### config.mk
export PLATFORM = sky130hd
export DESIGN_NAME = uart_tx_sequencer
export DESIGN_NICKNAME = d
export VERILOG_FILES = /design/src/rtl/uart_pkg.sv /design/src/rtl/uart_parity_calc.sv /design/src/rtl/uart_tx_sequencer.sv
export SDC_FILE = /design/constraint.sdc
export NUM_CORES = 1
export LEC_CHECK = 0
export CORE_UTILIZATION = 50
export DETAILED_ROUTE_END_ITERATION = 8
export PLACE_DENSITY = 0.75
export SLEW_MARGIN = 25
export SYNTH_ARGS = -nofsm -noshare
export SYNTH_HDL_FRONTEND = slang
export SYNTH_SLANG_ARGS = --single-unit
### constraint.sdc
create_clock -name clock -period 2.1 [get_ports clock]
set_input_delay 0.42 -clock clock [delete_from_list [all_inputs] [get_ports clock]]
set_output_delay 0.42 -clock clock [all_outputs]
set_load 0.05 [all_outputs]
### src/rtl/uart_pkg.sv
// Shared UART definitions: frame geometry, line levels, sequencer state encoding.
package uart_pkg;

    localparam int unsigned DATA_W    = 8;
    localparam int unsigned BIT_CNT_W = 3;
    localparam logic        IDLE_LEVEL = 1'b1;

    typedef enum logic [2:0] {
        ST_IDLE       = 3'd0,
        ST_ALIGN      = 3'd1,
        ST_START      = 3'd2,
        ST_DATA       = 3'd3,
        ST_PARITY     = 3'd4,
        ST_STOP       = 3'd5,
        ST_BAUD_PULSE = 3'd6,
        ST_BAUD_SYNC  = 3'd7
    } tx_state_t;

    // Per-frame options captured at accept time.
    typedef struct packed {
        logic parity_en;
        logic stop2;
    } tx_cfg_t;

endpackage

### src/rtl/uart_parity_calc.sv
// Parity of one data byte; odd = 1 selects odd parity, 0 selects even.
module uart_parity_calc
    import uart_pkg::*;
(
    input  logic [DATA_W-1:0] data,
    input  logic              odd,
    output logic              parity_c
);

    // XOR reduction, inverted for odd parity
    assign parity_c = (^data) ^ odd;

endmodule

### src/rtl/uart_tx_sequencer.sv
// UART transmit sequencer: frames bytes onto txd on the baud tick grid and
// applies baud-rate steps only while the line is idle.
module uart_tx_sequencer
    import uart_pkg::*;
(
    input  logic              clock,
    input  logic              reset_n,
    input  logic              next_bit,
    input  logic [DATA_W-1:0] tx_data,
    input  logic              tx_valid,
    output logic              tx_ready,
    input  logic              parity_en,
    input  logic              parity_odd,
    input  logic              stop2,
    input  logic              baud_req,
    output logic              baud_sel,
    output logic              txd,
    output logic              busy,
    output logic              tx_done
);

    tx_state_t             state, state_nxt;
    logic [DATA_W-1:0]     shift, shift_nxt;
    logic [BIT_CNT_W-1:0]  bit_cnt, bit_cnt_nxt;
    logic                  stop_cnt, stop_cnt_nxt;
    tx_cfg_t               cfg, cfg_nxt;
    logic                  parity, parity_nxt;
    logic                  baud_pend, baud_pend_nxt;
    logic                  txd_nxt;
    logic                  tx_ready_nxt;
    logic                  busy_nxt;
    logic                  tx_done_nxt;
    logic                  baud_sel_nxt;
    logic                  accept_c;
    logic                  parity_in_c;

    assign accept_c = tx_valid & tx_ready;

    // Parity of the incoming byte, latched together with the data on accept
    uart_parity_calc u_parity (
        .data     (tx_data),
        .odd      (parity_odd),
        .parity_c (parity_in_c)
    );

    // State, datapath and registered outputs
    always_ff @(posedge clock or negedge reset_n) begin
        if (!reset_n) begin
            state     <= ST_IDLE;
            shift     <= '0;
            bit_cnt   <= '0;
            stop_cnt  <= 1'b0;
            cfg       <= '0;
            parity    <= 1'b0;
            baud_pend <= 1'b0;
            txd       <= IDLE_LEVEL;
            tx_ready  <= 1'b1;
            busy      <= 1'b0;
            tx_done   <= 1'b0;
            baud_sel  <= 1'b0;
        end else begin
            state     <= state_nxt;
            shift     <= shift_nxt;
            bit_cnt   <= bit_cnt_nxt;
            stop_cnt  <= stop_cnt_nxt;
            cfg       <= cfg_nxt;
            parity    <= parity_nxt;
            baud_pend <= baud_pend_nxt;
            txd       <= txd_nxt;
            tx_ready  <= tx_ready_nxt;
            busy      <= busy_nxt;
            tx_done   <= tx_done_nxt;
            baud_sel  <= baud_sel_nxt;
        end
    end

    // Next-state and next-output logic; the line only moves on next_bit edges
    always_comb begin
        state_nxt     = state;
        shift_nxt     = shift;
        bit_cnt_nxt   = bit_cnt;
        stop_cnt_nxt  = stop_cnt;
        cfg_nxt       = cfg;
        parity_nxt    = parity;
        txd_nxt       = txd;
        busy_nxt      = busy;
        tx_done_nxt   = 1'b0;
        // Requests accumulate in any state; repeats merge into one step
        baud_pend_nxt = baud_pend | baud_req;

        case (state)
            ST_IDLE: begin
                txd_nxt = IDLE_LEVEL;
                if (baud_pend) begin
                    state_nxt = ST_BAUD_PULSE;
                end else if (accept_c) begin
                    shift_nxt         = tx_data;
                    cfg_nxt.parity_en = parity_en;
                    cfg_nxt.stop2     = stop2;
                    parity_nxt        = parity_in_c;
                    busy_nxt          = 1'b1;
                    state_nxt         = ST_ALIGN;
                end
            end

            ST_ALIGN: begin
                if (next_bit) begin
                    txd_nxt   = ~IDLE_LEVEL;
                    state_nxt = ST_START;
                end
            end

            ST_START: begin
                if (next_bit) begin
                    txd_nxt     = shift[0];
                    shift_nxt   = {1'b0, shift[DATA_W-1:1]};
                    bit_cnt_nxt = '0;
                    state_nxt   = ST_DATA;
                end
            end

            ST_DATA: begin
                if (next_bit) begin
                    bit_cnt_nxt = bit_cnt + BIT_CNT_W'(1);
                    if (bit_cnt == BIT_CNT_W'(DATA_W - 1)) begin
                        if (cfg.parity_en) begin
                            txd_nxt   = parity;
                            state_nxt = ST_PARITY;
                        end else begin
                            txd_nxt      = IDLE_LEVEL;
                            stop_cnt_nxt = 1'b0;
                            state_nxt    = ST_STOP;
                        end
                    end else begin
                        txd_nxt   = shift[0];
                        shift_nxt = {1'b0, shift[DATA_W-1:1]};
                    end
                end
            end

            ST_PARITY: begin
                if (next_bit) begin
                    txd_nxt      = IDLE_LEVEL;
                    stop_cnt_nxt = 1'b0;
                    state_nxt    = ST_STOP;
                end
            end

            ST_STOP: begin
                if (next_bit) begin
                    if (stop_cnt == cfg.stop2) begin
                        tx_done_nxt = 1'b1;
                        busy_nxt    = 1'b0;
                        state_nxt   = ST_IDLE;
                    end else begin
                        stop_cnt_nxt = stop_cnt + 1'b1;
                    end
                end
            end

            ST_BAUD_PULSE: begin
                // Only a request arriving during the pulse itself survives
                baud_pend_nxt = baud_req;
                state_nxt     = ST_BAUD_SYNC;
            end

            ST_BAUD_SYNC: begin
                // Drop any tick still in flight from the old rate
                txd_nxt = IDLE_LEVEL;
                if (next_bit) begin
                    state_nxt = ST_IDLE;
                end
            end

            default: begin
                state_nxt = ST_IDLE;
            end
        endcase

        baud_sel_nxt = (state_nxt == ST_BAUD_PULSE);
        // Ready only after a full cycle of settled idle with nothing pending
        tx_ready_nxt = (state == ST_IDLE) && (state_nxt == ST_IDLE) && !baud_pend_nxt;
    end

endmodule

==> flow_summary.ini <==
[clock_tree]
holdBufCountCts = 0
postCtsSetupBuffers = 0
cts.sinks = 24
cts_buffers = 3
insertion_delay_ps = 330
h-tree-depth = 1
cts.clk_slew.worst_paths_ps = 140
cts_buffer_depth = 2
cts_tree = done
cts-root-buf = clkbuf_4

[job]
max-cap-violations = 0

[synthesis]
yosysSeqAreaShare = 0.429
ys_warn_count = 0
synth.top_cell.area_share = 0.392
syn_area_um2 = 1410
async_flop_share = 1.00
synth_cell_types = 42
synth.area.top_cells = dfrtp_1 39%, mux2_2 8.0%, mux2_4 7.5%
synth_edf_count = 0
syn_avg_cell_area_um2 = 11.4
ys_ff_latch = 24
postSynthCellCount = 123
synthFlopType = dfrtp_1
synth_top_area_cell = dfrtp_1
synth_nets = 142

[sta]
fin_ws_ps = 151
slew_viol_final = 0
period_share = 0.928
slew_headroom = 0.660
final_hold_viol_count = 0
fin_setup_tns_ps = 0
setup_viol = 0
worstMarginPinSlew_ps = 511
rsz0062_at_grt = no
finalCriticalPeriod_ps = 1950
whs_ps = 430
fin_worst_skew_ps = 12.6
fmax_mhz = 513

[setup_path]
cp.arrival_ps = 2170
cp-end-kind = register
r2r-start = bit_cnt[0]
reg2reg_slack_ps = 150
reg2reg_to = shift[6]
crit_fanout = 8
ff2ff_path_depth = 6
crit_path_start_kind = register
critPathKind = register to register
required_ps = 2320

[grt]
grtUsageMet2 = 0.357
grt_max_degree = 25
grt_overflow = 0
grt_use_met3 = 0.0410
busiest_layer = met2
grtUsageTotal = 0.209
grt_pass1_wl_um = 4390
grt_pass1_vias = 960
antenna_found_initial = 0
use_met1 = 0.260

[floorplanning]
start_util = 0.547
dieArea_um2 = 3030
ios = 21
coreArea_um2 = 2570
fp.dieW_um = 55.0
placementRows = 18
die_y_um = 55.0

[placement]
portBuffers = 20
dp_hpwl_um = 1980
place.gp.congestion = 0.891
dpl_worst_slack_ps = 68.6

[pwr]
power_switching_w = 0.000805
peakVddDrop_uv = 822
p_seq_frac = 0.351
p_clk_frac = 0.152
p_comb_frac = 0.498
p_int_w = 0.00141
powerDensity_nw_per_um2 = 1320
swShare = 0.363
p_leak_nw = 0.770

[finish]
syn_to_final_growth_pct = 19.8
final_nets = 166
n_antenna_cell = 0
final_cell_mix = 22 x dfrtp_1, 18 x clkdlybuf4s50_1, 11 x nand2_1
drive_gt1_frac = 0.247
mostFrequentLayoutCell = dfrtp_1

[route]
drc = 0
drtIter0Drc = 18
detail-route-antenna-nets = 0
vias = 994
avgViaCountPerCell = 5.65
post_drt_wl_per_cell_um = 14.7
firstDrtPassIters = 4
drt-total-wl_um = 2590

[status]
status = completed

[worst_hold_path]
hold_path_class = primary input to async pin
## power by group through the flow
stage	registers [W]	logic, W	clock network (W)
6_report	0.000777	0.00110	0.000336
5_1_grt	0.000801	0.00121	0.000360
4_1_cts	0.000775	0.00111	0.000343
3_5_place_dp	0.000781	0.00111	0
3_3_place_gp	0.000774	0.00106	0
2_1_floorplan	0.000774	0.000895	0
## synthesized netlist by cell type (3+ instances only)
cell type and n:
a21oi_1 3, buf_4 3, dfrtp_1 22, ha_1 3, inv_1 4, mux2_2 10, mux2_4 7, nand2_1 11
nand2b_1 4, nor2_1 7, o21ai_0 7, xnor2_1 6
## flip-flops by register name (all words and copies together), names as in the netlist
name       count
shift          8
bit_cnt        3
state          3
cfg            2
baud_pend      1
baud_sel       1
busy           1
parity         1
stop_cnt       1
tx_done        1
tx_ready       1
txd            1
## kinds of logic after synthesis
family	share of synthesized area
compound gates	0.158
xor+xnor	0.0597
fa+ha+maj	0.0267
flops	0.429
simple gates	0.123
buf+inv	0.0410
mux	0.163
## how the worst max path moves through the flow
| stage | from | endpoint |
|---|---|---|
| finish | bit_cnt[0] | shift[6] |
| global route | bit_cnt[0] | shift[5] |
| CTS | bit_cnt[0] | shift[5] |
| detailed placement | tx_valid | shift[5] |
| global placement | tx_data[7] | parity |
| floorplan | bit_cnt[0] | shift[0] |
## timing repair
action                                  CTS  global route
endpoints found under the setup margin    1             0
hold endpoints to repair                  0             0
gates resized for setup                   1             0
## layer usage
metal  part of all wire  routed length [µm]
met3              0.036                  94
met1               0.46                1180
met5                  0                   0
met4              0.015                  38
met2               0.49                1270
## metrics by stage
stage | utilization | total power (W) | cell area, µm² | instances
after CTS | 0.655 | 0.00223 | 1680 | 176
after floorplan | - | 0.00167 | 1410 | 123
after detailed placement | 0.635 | 0.00189 | 1630 | 172
final | 0.655 | 0.00222 | 1680 | 176
after global placement | 0.635 | 0.00184 | 1630 | 172
after global routing | 0.655 | 0.00237 | 1680 | 176
## cell type report
| type | count | area [µm²] |
|---|---|---|
| clock buffer | 3 | 22.5 |
| multi-input combinational | 89 | 744 |
| tap | 30 | 37.5 |
| sequential | 24 | 603 |
| timing repair buffer | 24 | 226 |
| fill | 204 | 885 |
| inverter | 5 | 18.8 |
| clock inverter | 1 | 30.0 |
## critical path, stage by stage, from the launching register on
cell	delay, ps
dfrtp_1	420
ha_1	220
ha_1	220
nand2b_1	190
a221oi_4	300
o21ai_4	180
mux2_4	320
No activity file was read; power rests on OpenSTA's default activity.
